==> config.mk <==
export PLATFORM = sky130hd
export DESIGN_NAME = read_packet_from_mem
export DESIGN_NICKNAME = d
export VERILOG_FILES = /design/src/rtl/read_packet_from_mem_pkg.sv /design/src/rtl/read_packet_from_mem.sv
export SDC_FILE = /design/constraint.sdc
export NUM_CORES = 1
export LEC_CHECK = 0
export ABC_CLOCK_PERIOD_IN_PS = 3000
export CAP_MARGIN = 20
export CORE_ASPECT_RATIO = 2
export CORE_MARGIN = 2
export CORE_UTILIZATION = 55
export DETAILED_ROUTE_END_ITERATION = 10
export DONT_BUFFER_PORTS = 1
export GPL_TIMING_DRIVEN = 0
export HOLD_SLACK_MARGIN = 0.06
export PLACE_DENSITY_LB_ADDON = 0.2
export SLEW_MARGIN = 20
export SYNTH_ARGS = -nofsm -noshare
export SYNTH_HDL_FRONTEND = slang
export SYNTH_SLANG_ARGS = --single-unit
==> constraint.sdc <==
create_clock -name iclk -period 3 [get_ports iclk]
set_input_delay 0.3 -clock iclk [delete_from_list [all_inputs] [get_ports iclk]]
set_output_delay 0.3 -clock iclk [all_outputs]
set_load 0.1 [all_outputs]
==> src/rtl/read_packet_from_mem_pkg.sv <==
// Shared types and constants for the packet-buffer drain stage and its buffer.
package read_packet_from_mem_pkg;

  typedef enum logic [2:0] {
    StIdle,
    StPreamble,
    StSfd,
    StData,
    StDrop,
    StIfg
  } state_e;

  localparam logic [7:0] PREAMBLE_BYTE = 8'h55;
  localparam logic [7:0] SFD_BYTE      = 8'hD5;

  localparam int unsigned DEFAULT_MAX_PACKET_LENGTH = 1536;

endpackage

==> src/rtl/read_packet_from_mem.sv <==
// Drains stored packets from the buffer SRAM into a GMII-style tx stream
// (preamble, SFD, payload, IFG); out-of-range lengths are read out and discarded.
module read_packet_from_mem
  import read_packet_from_mem_pkg::*;
#(
  parameter int unsigned pDATA_WIDTH        = 8,
  parameter int unsigned pLEN_WIDTH         = 16,
  parameter int unsigned pMAX_PACKET_LENGTH = DEFAULT_MAX_PACKET_LENGTH,
  parameter int unsigned pPREAMBLE_LEN      = 7,
  parameter int unsigned pIFG_LEN           = 12
) (
  input  logic                   iclk,
  input  logic                   i_rst,
  input  logic                   iempty,
  input  logic [pLEN_WIDTH-1:0]  ilen_pac,
  output logic                   olen_pop,
  output logic                   ord_en,
  input  logic [pDATA_WIDTH-1:0] ir_data,
  output logic                   otx_en,
  output logic [pDATA_WIDTH-1:0] otx_d,
  output logic                   otx_last,
  output logic                   odrop,
  output logic                   obusy
);

  localparam logic [pLEN_WIDTH-1:0] LP_ONE      = pLEN_WIDTH'(1);
  localparam logic [pLEN_WIDTH-1:0] LP_MAX      = pLEN_WIDTH'(pMAX_PACKET_LENGTH);
  localparam logic [pLEN_WIDTH-1:0] LP_PRE_LAST = pLEN_WIDTH'(pPREAMBLE_LEN - 1);
  localparam logic [pLEN_WIDTH-1:0] LP_IFG_LAST = pLEN_WIDTH'(pIFG_LEN - 1);

  state_e                  r_state;
  logic [pLEN_WIDTH-1:0]   r_cnt;
  logic [pLEN_WIDTH-1:0]   r_len;
  logic                    r_tx_en;
  logic                    r_tx_sel;
  logic [pDATA_WIDTH-1:0]  r_tx_d;
  logic                    r_last;
  logic                    r_rd_en;
  logic                    r_drop;

  logic                    w_pop;
  logic [pLEN_WIDTH-1:0]   w_in_m1;
  logic [pLEN_WIDTH-1:0]   w_len_m1;

  // Pop is gated by reset so nothing leaves the FIFO while the buffer is being cleared.
  assign w_pop    = (r_state == StIdle) && !iempty && !i_rst;
  assign w_in_m1  = ilen_pac - LP_ONE;
  assign w_len_m1 = r_len - LP_ONE;

  // Counter holds "remaining cycles minus one" in the current state; zero means last cycle.
  always_ff @(posedge iclk or posedge i_rst) begin
    if (i_rst) begin
      r_state  <= StIdle;
      r_cnt    <= '0;
      r_len    <= '0;
      r_tx_en  <= 1'b0;
      r_tx_sel <= 1'b0;
      r_tx_d   <= '0;
      r_last   <= 1'b0;
      r_rd_en  <= 1'b0;
      r_drop   <= 1'b0;
    end else begin
      r_drop <= 1'b0;
      unique case (r_state)
        StIdle: begin
          if (!iempty) begin
            r_len <= ilen_pac;
            if (ilen_pac == '0) begin
              r_drop <= 1'b1;
              r_cnt  <= '0;
            end else if (ilen_pac > LP_MAX) begin
              r_state <= StDrop;
              r_cnt   <= w_in_m1;
              r_rd_en <= 1'b1;
              r_drop  <= 1'b1;
            end else begin
              r_state <= StPreamble;
              r_cnt   <= LP_PRE_LAST;
              r_tx_en <= 1'b1;
              r_tx_d  <= pDATA_WIDTH'(PREAMBLE_BYTE);
            end
          end
        end
        StPreamble: begin
          if (r_cnt == '0) begin
            r_state <= StSfd;
            r_tx_d  <= pDATA_WIDTH'(SFD_BYTE);
            r_rd_en <= 1'b1;
          end else begin
            r_cnt <= r_cnt - LP_ONE;
          end
        end
        StSfd: begin
          // Payload is passed straight from SRAM; the read issued here lands in the first DATA cycle.
          r_state  <= StData;
          r_cnt    <= w_len_m1;
          r_tx_sel <= 1'b1;
          r_tx_d   <= '0;
          r_rd_en  <= (r_len != LP_ONE);
          r_last   <= (r_len == LP_ONE);
        end
        StData: begin
          if (r_cnt == '0) begin
            r_state  <= StIfg;
            r_cnt    <= LP_IFG_LAST;
            r_tx_en  <= 1'b0;
            r_tx_sel <= 1'b0;
            r_last   <= 1'b0;
            r_rd_en  <= 1'b0;
          end else begin
            r_cnt   <= r_cnt - LP_ONE;
            r_rd_en <= (r_cnt != LP_ONE);
            r_last  <= (r_cnt == LP_ONE);
          end
        end
        StDrop: begin
          if (r_cnt == '0) begin
            r_state <= StIdle;
            r_rd_en <= 1'b0;
          end else begin
            r_cnt <= r_cnt - LP_ONE;
          end
        end
        StIfg: begin
          if (r_cnt == '0) begin
            r_state <= StIdle;
          end else begin
            r_cnt <= r_cnt - LP_ONE;
          end
        end
        default: r_state <= StIdle;
      endcase
    end
  end

  assign olen_pop = w_pop;
  assign ord_en   = r_rd_en;
  assign otx_en   = r_tx_en;
  assign otx_d    = r_tx_sel ? ir_data : r_tx_d;
  assign otx_last = r_last;
  assign odrop    = r_drop;
  assign obusy    = (r_state != StIdle);

endmodule

==> impl_metrics.yaml, run 1 <==
worst_setup_path:
  start_kind: "flop"
  r2r_setup_slack_ps: 230
  required_ps: 2700
  critPathKind: "reg2out"
  crit_fanout: 8
  critPathArrivalTime_ps: 2600
  timing.rr.start: "r_state[0]"
  r2r_end: "r_len[5]"
  crit_path_end_kind: "output port"
  worst_setup_path_startpoint: "r_state[0]"
  r2r_cells: 6
  crit_path_end: "olen_pop"
clock_tree:
  cts_tree: "built"
  h-tree-depth: 2
  cts_setup_buffers: 0
  cts_root_buf: "clkbuf_16"
  cts_buffers: 5
  clk_pin_slew_worst_paths_ps: 60
  clock_sinks: 42
  insertion_delay_ps: 290
  clock_path_buffers: 2
placement:
  io_buffers: 0
  hpwl_um: 6820
  dpl_worst_slack_ps: 164
  gp_congestion: 0.909
global_route:
  gr-total-overflow: 0
  antenna_found_initial: 0
  grt_pass1_wl_um: 14300
  track_usage_pct: 29.1
  grt_pass1_vias: 2957
  grt_max_degree: 27
pwr:
  finalPower_mw: 2.80
  powerDensity_nw_per_um2: 808
  vdd_drop_max_mv: 0.622
  p_leak_nw: 1.30
layout:
  n_antenna_cell: 0
  final_nets: 415
  drive_gt1_share_pct: 14.1
  syn_to_final_growth_pct: 8.82
  fillers: 485
timing:
  tightest_slew_ps: 984
  setup_slack_ps: 103
  fin_skew_ps: 5.15
  min_period_over_period_pct: 96.6
  min_period_ps: 2900
  relSlewSlack_pct: 34.2
  max_freq_ghz: 0.345
  setup_violations: 0
  hold_viol: 0
  rsz0062_at_grt: "false"
  slew_viol_final: 0
synth:
  synth_seq_area_share_pct: 33.1
  synth-seq-cells: 42
  synth_area_leaders: "dfrtp_1 (33%), mux2_2 (5.3%), nand2_1 (4.4%)"
  synthFlopType: "dfrtp_1"
  yosysUniqueCellTypes: 71
  ys_top_cells_by_count: "dfrtp_1 (42), nand2_1 (37), nor2_1 (30), a21oi_1 (20), o21ai_1 (20)"
  yosysTopAreaCell: "dfrtp_1"
  syn-num-nets: 406
  synth_warnings: 0
  synth_top_area_share_pct: 33.1
  synth_most_common_cell: "dfrtp_1"
  synth_edf_count: 0
  syn_inst: 373
  syn_avg_cell_area_um2: 8.52
  synth-async-reset-ratio_pct: 100
  netlist_area_um2: 3180
route:
  drc: 0
  routed_via_density: 6.64
  drtPass1Iterations: 5
  postRouteAntennaNets: 0
  wl_per_cell_um: 19.8
  wirelength_um: 8780
  num_vias: 2947
  drtIter0Drc: 141
floorplan:
  fp.dieArea_um2: 6440
  die_h_um: 112
  ios: 41
  start_util_pct: 56.2
  die_x_um: 57.8
  rows: 39
  core_um2: 5660
outcome:
  status: "completed"
min_path:
  min_path_type: "in2reg"
run:
  maxCapViolCount: 0
## report_power, final
part,internal (mW),leakage (nW),switching (mW)
clock network,0.330,0.0739,0.226
logic,0.482,0.723,0.589
registers,0.793,0.506,0.375
## area by class of cell
class	instances	area [um2]	share of cell area, %
multi-input combinational	302	2020	58.5
sequential	42	1050	30.4
clock buffer	7	143	4.12
buffer	16	77.6	2.24
tap	61	76.3	2.21
inverter	13	52.6	1.52
timing repair buffer	2	30.0	0.868
clock inverter	1	5.00	0.145
## stage by stage
step / instances / util (%) / hold slack, ps / cell area, um2 / TNS [ps]
5_1_grt: 444 / 61.1 / 153 / 3460 / 0
3_3_place_gp: 434 / 57.6 / 428 / 3260 / -13.5
4_1_cts: 444 / 60.9 / 126 / 3440 / 0
2_1_floorplan: 373 / - / 417 / 3180 / 0
3_5_place_dp: 435 / 58.1 / 182 / 3290 / 0
6_report: 444 / 61.1 / 125 / 3460 / 0
## critical path, stage by stage, from the launching register on
cell,delay (ps)
dfrtp_1,360
clkbuf_1,210
nor3_4,240
clkinvlp_4,510
nor3_4,970
## metal layers
layer	vias to the layer above	routed length, um	GRT usage (%)
li1	1399	-	-
met1	1394	2990	29.4
met2	118	4860	53.2
met3	36	505	4.88
met4	0	419	16.7
met5	-	0	0
## layout by cell type, fill, tap and decap left out, drive strengths merged, types with 3 or more instances in the layout
master / netlist / final
a211oi: 3 / 3
a21oi: 21 / 21
a31oi: 5 / 5
and2: 4 / 4
and3: 3 / 3
buf: 7 / 8
clkbuf: 9 / 16
dfrtp: 42 / 42
ha: 6 / 6
inv: 13 / 12
mux2: 16 / 16
nand2: 37 / 37
nand2b: 5 / 5
nand3: 13 / 13
nand3b: 4 / 4
nand4: 5 / 5
nor2: 31 / 31
nor3: 21 / 21
nor3b: 5 / 5
nor4: 12 / 12
o21ai: 37 / 37
o221ai: 3 / 3
o22ai: 6 / 6
o31a: 3 / 3
or3: 6 / 6
xnor2: 8 / 8
xor2: 15 / 15
## timing repair
item / 4_1_cts / 5_1_grt
hold buffers: 1 / 0
gates resized for setup: 0 / 3
endpoints found under the setup margin: 0 / 6
hold endpoints to repair: 16 / 0
## sequential cells by signal (all words and copies together), names as in the netlist
| signal | count |
|---|---|
| r_cnt | 16 |
| otx_en | 1 |
| r_tx_d | 2 |
| r_tx_sel | 1 |
| ord_en | 1 |
| otx_last | 1 |
| r_state | 3 |
| odrop | 1 |
| r_len | 16 |
## worst min-delay path by stage
stage,startpoint,to,cells after the start
2_1_floorplan,ilen_pac[0],r_len[0],2
4_1_cts,ilen_pac[0],r_len[0],2
3_3_place_gp,ilen_pac[0],r_len[0],2
5_1_grt,ilen_pac[0],r_len[0],2
3_5_place_dp,i_rst,odrop,1
6_report,ilen_pac[0],r_len[0],2
## cell families after synthesis
group                    count (synthesis)  synth area share (%)
multiplexers                            16                  5.78
flip-flops                              42                  33.1
XOR/XNOR                                23                  6.34
AO/OA/AOI/OAI                          104                  21.4
adder cells (fa/ha/maj)                  6                  2.36
buffers and inverters                   29                  3.97
AND/OR/NAND/NOR                        153                  27.1
(Power assumes the default switching activity.)
==> run 2, diff against run 1 <==
--- a/config.mk
+++ b/config.mk
@@ -15,7 +15,8 @@
 export GPL_TIMING_DRIVEN = 0
 export HOLD_SLACK_MARGIN = 0.06
 export PLACE_DENSITY_LB_ADDON = 0.2
-export SLEW_MARGIN = 20
+export RECOVER_POWER = 25
+export SLEW_MARGIN = 10
 export SYNTH_ARGS = -nofsm -noshare
 export SYNTH_HDL_FRONTEND = slang
 export SYNTH_SLANG_ARGS = --single-unit
==> run 2 against run 1 <==
  * The flow now finishes with violations (capacitance limit, slew limit)
  * Critical endpoint unchanged
  * Worst setup slack lost 0.63 ps
  * Final cell count stayed put
  * Sequential power about the same
  * Worst hold slack worse by 0.60 ps
  * Largest cell class unchanged
  * Routed wire length is 0.44% higher
  * Die area is the same
==> impl_metrics.yaml, run 2 (synthesized netlist as in run 1, its figures left out) <==
layout:
  syn_to_final_growth_pct: 8.30
  mostFrequentLayoutCell: "dfrtp_1"
  fin_area_um2: 3440
  top_regs: "r_cnt x16, r_len x16, r_state x3"
  final_nets: 415
  n_antenna_cell: 0
  final_cell_mix: "dfrtp_1 (42), nand2_1 (37), nor2_1 (30)"
  drive_gt1_share_pct: 13.6
  fin_util_pct: 60.8
  fillers: 488
timing:
  min_period_over_period_pct: 96.6
  fin_skew_ps: 4.58
  min_period_ps: 2900
  tightest_slew_ps: 1550
  hold_viol: 0
  rsz0062_at_grt: "false"
  slew_viol_final: 27
  setup_violations: 0
  setup_slack_ps: 103
  whs_ps: 125
  relSlewSlack_pct: -3.05
  max_freq_ghz: 0.345
clock_tree:
  h-tree-depth: 2
  insertion_delay_ps: 290
  clock_sinks: 42
  cts_tree: "built"
  clk_pin_slew_worst_paths_ps: 60
  cts_buffers: 5
  cts_setup_buffers: 0
  cts_root_buf: "clkbuf_16"
  clock_path_buffers: 2
floorplan:
  ios: 41
  die_h_um: 112
  die_x_um: 57.8
  rows: 39
  core_um2: 5660
  fp.dieArea_um2: 6440
  start_util_pct: 56.2
run:
  maxCapViolCount: 1
pwr:
  p_leak_nw: 1.30
  powerDensity_nw_per_um2: 811
  vdd_drop_max_mv: 0.624
  finalPower_mw: 2.79
global_route:
  antenna_found_initial: 0
  grt_max_degree: 27
  gr-total-overflow: 0
  grt_pass1_vias: 2957
  grt_pass1_wl_um: 14300
  track_usage_pct: 29.1
worst_setup_path:
  crit_path_end_kind: "output port"
  critPathArrivalTime_ps: 2600
  critical_path.max_stage_delay_ps: 970
  critPathKind: "reg2out"
  cp_num_buf_inv: 2
  start_kind: "flop"
  cpMaxStageDelayCell: "nor3_4"
  crit_fanout: 8
  crit_top_cell: "nor3_4"
  required_ps: 2700
  path_cells: "clkbuf_1, nor3_4, clkinvlp_4, nor3_4"
  cp_top_family: "simple AND/OR/NAND/NOR gates"
route:
  postRouteAntennaNets: 0
  drtPass1Iterations: 7
  wl_per_cell_um: 19.9
  drc: 0
  wirelength_um: 8820
  routed_via_density: 6.64
  num_vias: 2950
  drtIter0Drc: 163
placement:
  dpl_worst_slack_ps: 164
  io_buffers: 0
  gp_congestion: 0.909
  dpl_cell_area_um2: 3290
  hpwl_um: 6820
min_path:
  min_path_type: "in2reg"
outcome:
  status: "complete, but fails checks"
  violations: "capacitance limit, slew limit"
## run 2: metrics by stage
stage          std cells  TNS [ps]
6_report             444         0
5_1_grt              444         0
4_1_cts              444         0
3_5_place_dp         435         0
3_3_place_gp         434     -13.5
2_1_floorplan        373         0
## run 2: where the power goes
group	switching [mW]	internal [mW]
clock	0.227	0.330
sequential	0.372	0.793
combinational	0.590	0.479
total	1.19	1.60
## run 2: area by class of cell
class | instances | area [um2] | share of cell area (%)
Timing Repair Buffer | 2 | 13.8 | 0.400
Tap cell | 61 | 76.3 | 2.22
Sequential cell | 42 | 1050 | 30.5
Buffer | 16 | 77.6 | 2.25
Clock inverter | 1 | 5.00 | 0.145
Clock buffer | 7 | 143 | 4.14
Multi-Input combinational cell | 302 | 2020 | 58.8
Inverter | 13 | 52.6 | 1.53
## run 2: layer usage
| metal | up-vias | track usage (%) | share of wire (%) |
|---|---|---|---|
| li1 | 1397 | - | - |
| met1 | 1407 | 29.4 | 35 |
| met2 | 113 | 53.2 | 56 |
| met3 | 33 | 4.88 | 5.4 |
| met4 | 0 | 16.7 | 4.4 |
| met5 | - | 0 | 0 |
## run 2: final timing paths
| check | start | end | slack [ps] | cells past startpoint |
|---|---|---|---|---|
| setup / recovery | r_state[0] | olen_pop | 100 | 4 |
| hold / removal | ilen_pac[0] | r_len[0] | 120 | 2 |
| setup reg to reg | r_state[0] | r_len[5] | 230 | 6 |
| hold reg to reg | r_tx_d[7] | r_tx_d[7] | 530 | 2 |
| max in group asynchronous | i_rst | r_cnt[14] | 630 | 3 |
| min in group asynchronous | i_rst | odrop | 530 | 2 |
## run 2: timing repair
item / 4_1_cts / 5_1_grt
hold endpoints to repair: 16 / 0
hold buffers: 1 / 0
setup endpoints to repair: 0 / 6
gates resized for setup: 0 / 3
## run 2: worst register-to-register path, stage by stage (launching register included)
cell	delay [ps]
dfrtp_1	360
clkbuf_1	210
nor3_4	240
clkinvlp_4	510
nor2_2	640
buf_2	330
mux2_2	360
